**src/rtl/high_score_tracker.sv**
```systemverilog
// Per-player and global best-score tracker for the asteroid game.
// Compares each final score to both bests and pulses the LED flags.
module high_score_tracker #(
  parameter int SCORE_W     = 16,
  parameter int NUM_PLAYERS = 4
) (
  input  logic               clk,
  input  logic               rst,
  input  logic               GameOver,
  input  logic [SCORE_W-1:0] Score,
  input  logic [1:0]         PlayerID,
  input  logic               ClearBests,
  output logic               NewPersonalBest,
  output logic               NewGlobalBest,
  output logic [SCORE_W-1:0] PersonalBestOut,
  output logic [SCORE_W-1:0] GlobalBestOut,
  output logic               Busy
);

  typedef enum logic [1:0] {
    IDLE    = 2'd0,
    COMPARE = 2'd1,
    UPDATE  = 2'd2
  } state_e;

  // Slot ids at or above NUM_PLAYERS have no storage behind them.
  localparam logic [2:0] NP_W = 3'(NUM_PLAYERS);

  state_e             state_q, state_d;
  logic [SCORE_W-1:0] s_q, s_d;
  logic [1:0]         p_q, p_d;
  logic               pb_hit_q, pb_hit_d;
  logic               gb_hit_q, gb_hit_d;
  logic [SCORE_W-1:0] best_q [4];
  logic [SCORE_W-1:0] best_d [4];
  logic [SCORE_W-1:0] glob_q, glob_d;
  logic               npb_q, npb_d;
  logic               ngb_q, ngb_d;
  logic [SCORE_W-1:0] pbo_q, pbo_d;
  logic               busy_q, busy_d;
  logic               slot_ok;

  assign slot_ok = ({1'b0, PlayerID} < NP_W);

  // Next-state and datapath: latch, compare, then commit the bests.
  always_comb begin
    state_d  = state_q;
    s_d      = s_q;
    p_d      = p_q;
    pb_hit_d = pb_hit_q;
    gb_hit_d = gb_hit_q;
    best_d   = best_q;
    glob_d   = glob_q;
    npb_d    = 1'b0;
    ngb_d    = 1'b0;
    pbo_d    = best_q[PlayerID];
    unique case (state_q)
      IDLE: begin
        if (ClearBests) begin
          for (int i = 0; i < 4; i++)
            best_d[i] = '0;
          glob_d = '0;
        end else if (GameOver && slot_ok) begin
          s_d     = Score;
          p_d     = PlayerID;
          state_d = COMPARE;
        end
      end
      COMPARE: begin
        pb_hit_d = (s_q > best_q[p_q]);
        gb_hit_d = (s_q > glob_q);
        state_d  = UPDATE;
      end
      UPDATE: begin
        if (pb_hit_q)
          best_d[p_q] = s_q;
        if (gb_hit_q)
          glob_d = s_q;
        npb_d   = pb_hit_q | gb_hit_q;
        ngb_d   = gb_hit_q;
        state_d = IDLE;
      end
      default: begin
        state_d = IDLE;
      end
    endcase
    busy_d = (state_d != IDLE);
  end

  // State and registered outputs; reset aborts any game in flight.
  always_ff @(posedge clk or negedge rst) begin
    if (!rst) begin
      state_q  <= IDLE;
      s_q      <= '0;
      p_q      <= '0;
      pb_hit_q <= 1'b0;
      gb_hit_q <= 1'b0;
      for (int i = 0; i < 4; i++)
        best_q[i] <= '0;
      glob_q   <= '0;
      npb_q    <= 1'b0;
      ngb_q    <= 1'b0;
      pbo_q    <= '0;
      busy_q   <= 1'b0;
    end else begin
      state_q  <= state_d;
      s_q      <= s_d;
      p_q      <= p_d;
      pb_hit_q <= pb_hit_d;
      gb_hit_q <= gb_hit_d;
      best_q   <= best_d;
      glob_q   <= glob_d;
      npb_q    <= npb_d;
      ngb_q    <= ngb_d;
      pbo_q    <= pbo_d;
      busy_q   <= busy_d;
    end
  end

  assign NewPersonalBest = npb_q;
  assign NewGlobalBest   = ngb_q;
  assign PersonalBestOut = pbo_q;
  assign GlobalBestOut   = glob_q;
  assign Busy            = busy_q;

endmodule

```
**config.mk**
```make
export PLATFORM = sky130hd
export DESIGN_NAME = high_score_tracker
export DESIGN_NICKNAME = d
export VERILOG_FILES = /design/src/rtl/high_score_tracker.sv
export SDC_FILE = /design/constraint.sdc
export NUM_CORES = 1
export LEC_CHECK = 0
export BUFFER_PORTS_ARGS = -buffer_cell sky130_fd_sc_hd__buf_2
export CORE_MARGIN = 1.5
export CORE_UTILIZATION = 59
export CTS_CLUSTER_SIZE = 14
export DETAILED_ROUTE_END_ITERATION = 8
export PLACE_DENSITY = 0.8
export SLEW_MARGIN = 5
export SYNTH_ARGS = -nofsm -noshare
export SYNTH_HDL_FRONTEND = slang
export SYNTH_SLANG_ARGS = --single-unit
```
**constraint.sdc**
```tcl
create_clock -name clk -period 3.5 [get_ports clk]
set_input_delay 0 -clock clk [delete_from_list [all_inputs] [get_ports clk]]
set_output_delay 0 -clock clk [all_outputs]
set_load 0.01 [all_outputs]
```
# == Word-level counts from Yosys, hierarchy flattened ==
# Index checks and enable logic that the tools add are counted.
# totals
regBits,121
in_bits,22
out_inout_bits,35
elab_cells,55
# classes
n_lt_le_gt_ge,5
n_eq_ne,5
n_mux,20
bitwise_logic,4
reduce_logical,7
# op_table
operator,count
$mux W64,2
$pmux W64 S2,1
$mux W16,7
$bmux W16 S2,2
$bwmux W64,1
$demux W16 S2,1
$gt A16 B16 Y1,2
$pmux W16 S2,1
$reduce_and A3 Y1,3
$ge A3 B3 Y1 const B,2
$ne A2 B2 Y1 const B,3
$not A2 Y3,2
$mux W2,2
$pmux W2 S2,1
$reduce_bool A2 Y1,2
$lt A3 B1 Y1 const B,1
$eq A2 B1 Y1 const B,1
$eq A2 B2 Y1 const B,1
$logic_not A2 Y1,1
$mux W1,2
$logic_and A1 B1 Y1,1
$not A1 Y1,1
$or A1 B1 Y1,1

# == Logic depth before layout (Yosys ltp) ==
# Gate-level depths: netlist of the first run.
# depth
depth_word,8
depth_mapped,9

# == Worst setup path after synthesis of the first run ==
# Ideal clock, no wire load.
# synth_timing
kind,register to register
start,reg p_q[0]
end,reg pb_hit_q
setup_time_ps,124
arrival_time_ps,2356
required_time_ps,3376
setup_slack_ps,1020
stages_incl_launch_ff,10
n_path_buf,2
path_cell_list,dfrtp_1 buf_2 buf_2 mux4_2 inv_1 ha_1 a21oi_1 o21ai_0 a221o_1 o31a_1
# synth_between
elab_chain_len,5
# synth_lines
item,line,text
"start, declared",31,"logic [1:0] p_q, p_d;"
"start signal, assigned",108,p_q <= p_d;
$not A2 Y3 (implied by the code),70,pb_hit_d = (s_q > best_q[p_q]);
$bmux W16 S2,70,
$mux W16 (implied by the code) (2 in series),70,
$gt A16 B16 Y1,70,
"end signal, assigned",109,pb_hit_q <= pb_hit_d;
"end, declared",32,"logic pb_hit_q, pb_hit_d;"
# No other way between the ends. The select of a mux whose other input is x is not followed.
# A chain may end at the register's enable or synchronous reset.

# == Worst setup path after layout of the first run ==
# Same ends and word-level chain as after synthesis.

==> metrics.md, run 1 <==
| Metric | Value |
|---|---|
| Rows | 36 |
| Gr usage total | 31.66% |
| Worst setup SP type | register |
| Max-Cap Viols | 0 |
| GR Overflow Total | 0 |
| Mapped Area | 5858 um^2 |
| Clk buf depth | 2 |
| DIE HEIGHT | 102.6 um |
| Max FO, Critical Path | 15 |
| Worst VDD drop | between 0.0003 and 0.0004 V |
| Initial antenna violation count | 0 |
| CP required | 3.91 ns |
| Outcome | finished clean |
| I/O Pins | 57 |
| CTS Buf Count | 17 |
| Endpoints failing setup | 0 |
| Antenna cells | 0 |
| Worst-skew pair later-pin latency | about 0.53 ns |
| Setup_tns | 0 ns |
| Critical Path Source | p_q[0] |
| Vias in the first global route | 4484 |
| Post-Syn Instances | roughly 440 |
| Largest net degree at the start of global routing | 63 |
| Most common cell after layout, fill and taps aside | dfrtp_1 |
| Slew Limit Fails | 0 |
| Tmin final | 2.865 ns |
| Hold Vio Cnt, Final | 0 |
| RePlAce Congestion | 0.8813 |
| CTS tree | done |
| Vias per inst | 6.434 |
| TritonCTS Sinks | 121 |
| Synth unique cells | 39 |
| Core ar. | 9684 um^2 |
| Antenna-violating nets left | 0 |
| Worst EP arrival | about 3.3 ns |
| Sequential-to-total area share from yosys stat | 51.69% |
| Synth area leaders | dfrtp_1, mux4_2, a22o_1, ha_1, mux2_2 |
| Worst r2r path cells | 7 |
| Least-Margin Pin Slew | 0.9277 ns |
| Syn_nets | 490 |
| Hold Path Class | in -> reg |
| FF-to-FF Start | p_q[0] |
| Rel. slew slack | between 30% and 40% |
| IO Port Bufs | 56 |
| Worst-path clk slew | 0.06 ns |
| Post-synth top area share | 51.69% |
| Skew final | 0.008486 ns |
| Die ar. | 10540 um^2 |
| Critical path endpoint | pb_hit_q |
| WS Path Type | reg -> reg |
| DPL Wire Length | roughly 8500 um |
| Placed Cells | slightly above 600 |
| DRC viols | 0 |
| CTS root buf | clkbuf_8 |
| Place WS | 0.5961 ns |
| DR iter-0 viols | 304 |
| R2r setup slk | approximately 0.64 ns |
| Max Fclk | 0.3491 GHz |
| Yosys top cell by area | dfrtp_1 |
| First-pass GRT wire length | 24210 um |
| Via count | 4272 |
| Leak Pwr | 0.003294 uW |
| Resized cells post-CTS | 0 |
| Initial core utilization | about three fifths |
| Layout area overhead | 20.50% |
| Min setup slack post-route | 0.6354 ns |
| R2r endpoint | pb_hit_q |
| Final Non-Filler Cells | approximately 660 |
| Yosys warnings | 0 |
| Most frequent cells in the layout | dfrtp_1, a22o_1, buf_2 |
| RSZ-0062 raised after global routing | no |
| Synth Register Bits | 121 |
| Routed WL | 14980 um |
| Fill count | 595 |
| Power Density | 581.6 nW/um^2 |
| WL per Instance | 22.55 um |
| TritonRoute pass-1 iters | 5 |
| Die width | between 100 and 150 um |
| Period Utilization, post-route | 81.85% |
| Synth Area per Inst | around 13 um^2 |
| Htree depth | 4 |
| Final nets | 573 |
| CP Capture Type | register |
| Layout cell share with drive strength beyond 1 | approximately 28% |
==> worst min path at each step <==
stage | startpoint | end | slack [ns] | cells past startpoint
after global placement | rst | s_q[2] | 0.12 | 1
after CTS | GameOver | p_q[0] | 0.006 | 3
after global routing | GameOver | p_q[0] | 0.03 | 3
after floorplan | rst | Busy | -0.30 | 0
final | GameOver | p_q[0] | 0.02 | 3
after detailed placement | rst | s_q[2] | 0.13 | 1
==> repair_timing <==
item / CTS / global route
hold endpoints to repair: 78 / 0
buffers inserted: 0 / 0
hold buffers: 26 / 0
==> synthesized netlist by cell type (all sizes together) <==
| cell | n |
|---|---|
| o211a | 1 |
| nor4 | 2 |
| a2111oi | 1 |
| or3 | 1 |
| nand3 | 20 |
| or2 | 1 |
| ha | 32 |
| nor3 | 1 |
| o21ai | 22 |
| nor2b | 3 |
| a221o | 1 |
| o2bb2ai | 1 |
| inv | 33 |
| nor4b | 1 |
| dfrtp | 121 |
| nand2 | 10 |
| a31oi | 1 |
| nand4b | 2 |
| o211ai | 1 |
| nand4 | 8 |
| nor2 | 5 |
| clkbuf | 7 |
| a21oi | 13 |
| mux4 | 32 |
| and2 | 1 |
| a21o | 7 |
| buf | 19 |
| a22o | 64 |
| o31a | 1 |
| nand2b | 3 |
| mux2 | 17 |
| o21a | 1 |
| a21boi | 1 |
| nor3b | 2 |
==> per-layer routing <==
layer  global-route usage [%]  routed length (um)
met5                        0                   0
met3                    6.847                1023
met2                    49.77                7421
met4                    15.38                 410
met1                    42.40                6120
==> worst max-delay path: stages, from the launching register on <==
cell and delay (ns):
dfrtp_1 0.94, mux4_2 0.60, inv_1 0.07, ha_1 0.25
a21oi_1 0.15, o21ai_0 0.10, a221o_1 0.33, o31a_1 0.30
==> state kept, by name, summed over array words and instances, names as in the netlist <==
name,count
gb_hit_q,1
NewGlobalBest,1
PersonalBestOut,16
state_q,2
NewPersonalBest,1
best_q,64
pb_hit_q,1
GlobalBestOut,16
s_q,16
p_q,2
Busy,1
==> power breakdown <==
part           switching, uW  total, uW  internal [uW]
sequential               210       1710           1500
clock                    608       1720           1110
combinational            347        675            328
==> cell type report <==
cell class	instances	area [um^2]	area share (%)
multi-input cells	256	2562	36.30
well taps	133	166.4	2.357
inverters	33	123.9	1.755
clock buffers	22	452.9	6.416
clock inverters	9	122.6	1.737
flip-flops and latches	121	3028	42.89
repair buffers	90	603.1	8.543
==> cells by family (layout without fill, tap and decap cells) <==
logic type | Yosys count | count (layout) | synth area share [%]
compound gates | 115 | 115 | 14.74
fa+ha+maj | 32 | 32 | 6.835
buf+inv | 59 | 154 | 4.784
flops | 121 | 121 | 51.69
mux | 49 | 49 | 15.57
simple gates | 60 | 60 | 6.387
==> per-stage QoR <==
stage	cell area [um^2]	total power [uW]	hold slack [ns]	util (%)
final	7059	4106	0.01612	72.89
after global routing	7059	4248	0.02784	72.89
after CTS	7059	4081	0.006310	72.89
after detailed placement	6223	2328	0.1319	64.26
after global placement	6223	2290	0.1217	64.26
after floorplan	5858	2101	-0.2956	-
Note: power is estimated with default switching activity, not from simulation.
==> inputs of run 2 (changes only) <==
- clock period: 3.5 -> 2.7 ns (I/O delays scaled with it)
==> run 2 against run 1 <==
Routed wire length fell by 1.8%; maximum frequency is 17% higher; clock skew rose by 0.00059 ns; hold slack better by 0.0050 ns; core utilization up 0.93 points; combinational power grew 34%; sequential cell count did not move; clock power rose by 28%; non-clock buffer count rose by 13; critical path type unchanged; highest routed layer unchanged.
==> metrics.md, run 2 (synthesis gave the netlist of run 1 again) <==
| Metric | Value |
|---|---|
| I/O Pins | 57 |
| Overall power | 5297 uW |
| Outcome | finished clean |
| Layout area overhead | 22.04% |
| IO Port Bufs | 56 |
| R2r setup slk | 0.26 ns |
| Worst setup SP type | register |
| Antenna cells | 0 |
| Vias per inst | 6.298 |
| Endpoints failing setup | 0 |
| DIE HEIGHT | 102.6 um |
| RePlAce Congestion | 0.8839 |
| DR iter-0 viols | between 300 and 400 |
| RSZ-0062 raised after global routing | no |
| Antenna-violating nets left | 0 |
| Initial antenna violation count | 0 |
| WS Path Type | reg -> reg |
| TritonCTS Sinks | ~120 |
| Largest net degree at the start of global routing | 49 |
| Worst EP arrival | 2.85 ns |
| Slew Limit Fails | 0 |
| CTS Buf Count | 17 |
| Fill count | 579 |
| Max FO, Critical Path | 14 |
| Tmin final | 2.443 ns |
| Vias in the first global route | around 4.5k |
| First-pass GRT wire length | 24160 um |
| Period Utilization, post-route | 90.50% |
| Die ar. | 10540 um^2 |
| Max-Cap Viols | 0 |
| Leak Pwr | 0.003363 uW |
| CP Capture Type | register |
| Rows | 36 |
| Setup_tns | 0 ns |
| Area taken by multi-input logic gates | 2562 um^2 |
| Via count | between 4k and 5k |
| Power Density | between 700 and 800 nW/um^2 |
| Die width | 102.6 um |
| WL per Instance | 21.69 um |
| Max Fclk | 0.4093 GHz |
| Core ar. | 9684 um^2 |
| CTS tree | done |
| Most frequent cells in the layout | dfrtp_1, a22o_1, buf_2 |
| Worst VDD drop | 0.0005153 V |
| Worst-path clk slew | roughly 0.06 ns |
| Max reg flops | 64 |
| CTS root buf | clkbuf_8 |
| DPL Wire Length | between 9000 and 10000 um |
| Most common cell after layout, fill and taps aside | dfrtp_1 |
| Reg with most FFs | best_q |
| Skew final | just over 0.009 ns |
| DRC viols | 0 |
| Gr usage total | 31.45% |
| Rel. slew slack | 52.88% |
| Register Area | between 3000 and 4000 um^2 |
| Initial core utilization | 60.49% |
| Htree depth | 4 |
| Hold Path Class | in -> async |
| CP required | 3.11 ns |
| Routed WL | about 15000 um |
| Least-Margin Pin Slew | 0.7068 ns |
| Hold Vio Cnt, Final | 0 |
| Worst-skew pair later-pin latency | 0.53 ns |
| GR Overflow Total | 0 |
| TritonRoute pass-1 iters | 5 |
| Final nets | roughly 590 |
| Clk buf depth | 2 |
| Layout cell share with drive strength beyond 1 | 29.91% |
==> run 2: cell count changes in the layout (fill, tap and decap cells not counted) <==
cell	delta
buf_4	+13
clkbuf_1	+1
clkbuf_8	-1
clkinv_2	+2
clkinvlp_4	-1
==> run 2: path summary, 6_finish.rpt <==
path,startpoint,end,depth (start not counted)
setup / recovery,p_q[1],pb_hit_q,7
hold / removal,rst,s_q[2],2
setup reg to reg,p_q[1],pb_hit_q,7
hold reg to reg,best_q[17],best_q[17],1
max in group asynchronous,rst,s_q[12],3
min in group clk,PlayerID[1],PersonalBestOut[7],2
==> run 2: stage by stage <==
step	area, um^2	instances	hold slack, ns	worst slack (ns)	util (%)
global placement	6299	617	0.03791	0.3634	65.04
detailed placement	6299	617	0.05030	0.2643	65.04
global route	7149	678	0.05360	0.1259	73.82
floorplan	5858	436	-0.2956	0.2200	-
finish	7149	678	0.02109	0.2566	73.82
CTS	7127	675	0.03581	0.2308	73.59
==> run 2: critical path: stages (launching register included) <==
cell	delay, ns
dfrtp_1	0.73
mux4_2	0.39
inv_1	0.07
ha_1	0.24
a21oi_1	0.14
o21ai_0	0.11
a221o_1	0.34
o31a_1	0.31
==> run 2: area by class of cell <==
type / count / share of cell area, %
flip-flops and latches: 121 / 42.35
multi-input cells: 256 / 35.84
repair buffers: 103 / 9.800
clock buffers: 22 / 6.195
well taps: 133 / 2.328
clock inverters: 10 / 1.750
inverters: 33 / 1.733
==> run 2: metal layers <==
layer  wire (um)  GRT usage, %
met2        7273         50.69
met1        6002         41.20
met5           0             0
met3        1044         8.746
met4         387         11.80
==> run 2: what timing repair did <==
action                                  in CTS  in global routing
resized for setup                            0                  0
buffers inserted                             0                  3
hold endpoints to repair                    63                  0
endpoints found under the setup margin       0                  1
hold buffers                                26                  0
==> run 2: power by group <==
part / leakage, uW / internal, uW / total (uW) / switching (uW)
Sequential: 0.00164 / 1950 / 2190 / 244
Combinational: 0.00144 / 441 / 902 / 461
Clock: 0.000286 / 1420 / 2200 / 786
==> inputs of run 3 (changes only) <==
- CTS_BUF_LIST: default -> sky130_fd_sc_hd__clkbuf_16
- PLACE_DENSITY: 0.8 -> 0.77
- clock period: 2.7 -> 2.6 ns (I/O delays scaled with it)
==> run 3 against run 2 <==
Via count decreased by 0.66%; sequential power increased by 4%; sequential cell count unchanged; combinational power decreased by 0.6%; sequential share of layout area increased by 0.28 points; critical path depth unchanged; setup slack got worse by 0.13 ns; maximum frequency decreased by 1.1%; routed wire length decreased by 5.7%; global-route usage decreased by 2.5 points; critical path type unchanged; critical endpoint unchanged; largest cell class unchanged.
==> metrics.md, run 3 (synthesis gave the netlist of run 1 again) <==
| Metric | Value |
|---|---|
| Outcome | finished clean |
| Final nets | 579 |
| Worst-path clk slew | 0.05 ns |
| Antenna-violating nets left | 0 |
| WS Path Type | reg -> reg |
| Hold Vio Cnt, Final | 0 |
| DIE HEIGHT | 102.6 um |
| Worst setup SP type | register |
| Most frequent cells in the layout | dfrtp_1, a22o_1, buf_2 |
| RSZ-0062 raised after global routing | no |
| DRC viols | 0 |
| Setup_tns | 0 ns |
| Worst-skew pair later-pin latency | a little over 0.4 ns |
| Layout area overhead | 21.25% |
| Final Util | 73.35% |
| Initial antenna violation count | 0 |
| RePlAce Congestion | 0.8355 |
| Skew final | ~0.0041 ns |
| Rel. slew slack | around half |
| GR Overflow Total | 0 |
| Antenna cells | 0 |
| TritonRoute pass-1 iters | 4 |
| Period Utilization, post-route | 95.04% |
| Htree depth | 4 |
| Vias per inst | around 6.3 |
| DPL Wire Length | 8666 um |
| Largest net degree at the start of global routing | 46 |
| CTS root buf | clkbuf_16 |
| Register Area | approximately 3000 um^2 |
| Endpoints failing setup | 0 |
| Rows | 36 |
| I/O Pins | between 50 and 60 |
| Most common cell after layout, fill and taps aside | dfrtp_1 |
| IO Port Bufs | 56 |
| Via count | 4242 |
| Hold Path Class | in -> reg |
| Design Area, Final | slightly above 7000 um^2 |
| CTS Buf Count | 17 |
| Vias in the first global route | between 4k and 5k |
| First-pass GRT wire length | between 20000 and 25000 um |
| CP required | 2.90 ns |
| Die ar. | about 11000 um^2 |
| Place WS | 0.1439 ns |
| CTS tree | done |
| Max reg flops | 64 |
| Clock Power Share | 42.6% |
| DR iter-0 viols | 248 |
| Min setup slack post-route | approximately 0.13 ns |
| Combinational power share | between 10% and 20% |
| TritonCTS Sinks | roughly 120 |
| Core ar. | 9684 um^2 |
| Clk buf depth | 2 |
| Overall power | between 5000 and 6000 uW |
| Slew Limit Fails | 0 |
| Resized cells post-CTS | 0 |
| Fill count | 609 |
| Worst VDD drop | 0.0004935 V |
| Share of power burned in registers | between 40% and 50% |
| P_int | 4020 uW |
| Max Fclk | 0.4047 GHz |
| Die width | about 100 um |
| Sw Ratio | 27.11% |
| Worst EP arrival | 2.77 ns |
| Power Density | between 700 and 800 nW/um^2 |
| CP Capture Type | register |
| Layout cell share with drive strength beyond 1 | 29.66% |
| Max-Cap Viols | 0 |
| Leak Pwr | between 0.003 and 0.004 uW |
| Reg with most FFs | best_q |
| Gr usage total | ~29% |
| Tmin final | 2.471 ns |
| Max FO, Critical Path | 13 |
| Placed Area | 6284 um^2 |
| Area taken by multi-input logic gates | ~2600 um^2 |
| WL per Instance | 20.74 um |
| Initial core utilization | 60.49% |
| Least-Margin Pin Slew | 0.7204 ns |
| Routed WL | 13870 um |
| Psw | 1495 uW |
## run 3: metal layers
layer | share of wire, % | GRT usage, %
met5 | 0 | 0
met4 | 3.4 | 13.70
met3 | 6.9 | 6.373
met2 | 49 | 43.30
met1 | 41 | 40.90
## run 3: through the flow
step | std cells | hold WS, ns
after floorplan | 436 | -0.2956
after global routing | 669 | 0.06043
after CTS | 664 | 0.02602
after detailed placement | 615 | 0.04132
final | 669 | 0.05798
after global placement | 615 | 0.03170
## run 3: power by group through the flow
| stage | clock [uW] | sequential, uW | combinational, uW |
|---|---|---|---|
| finish | 2350 | 2270 | 897 |
| global route | 2460 | 2290 | 991 |
| CTS | 2370 | 2260 | 887 |
| detailed placement | 0 | 2290 | 855 |
| global placement | 0 | 2280 | 825 |
| floorplan | 0 | 2200 | 627 |
## run 3: critical path: stages, from the launching register on
cell	delay (ns)
dfrtp_1	0.76
mux4_2	0.41
inv_1	0.07
ha_1	0.23
a21oi_1	0.13
o21ai_0	0.11
a221o_1	0.34
o31a_1	0.29
## run 3: cell type report
type,count,area share [%]
clock inverter,13,2.308
multi-input combinational,256,36.08
inverter,33,1.744
clock buffer,17,5.989
timing repair buffer,96,8.913
tap,133,2.343
sequential,121,42.63
## run 3: final timing paths
kind | start | endpoint | slack, ns | depth (start not counted)
hold reg to reg | best_q[57] | best_q[57] | 0.52 | 1
hold / removal | GameOver | s_q[5] | 0.06 | 3
setup / recovery | p_q[1] | pb_hit_q | 0.13 | 7
max in group asynchronous | rst | best_q[31] | 1.56 | 3
min in group asynchronous | rst | PersonalBestOut[5] | 0.14 | 2
setup reg to reg | p_q[1] | pb_hit_q | 0.13 | 7
## run 3: repair_timing
item / 4_1_cts / 5_1_grt
endpoints found under the setup margin: 0 / 1
hold buffers: 19 / 1
buffers inserted: 0 / 4
hold endpoints to repair: 58 / 1
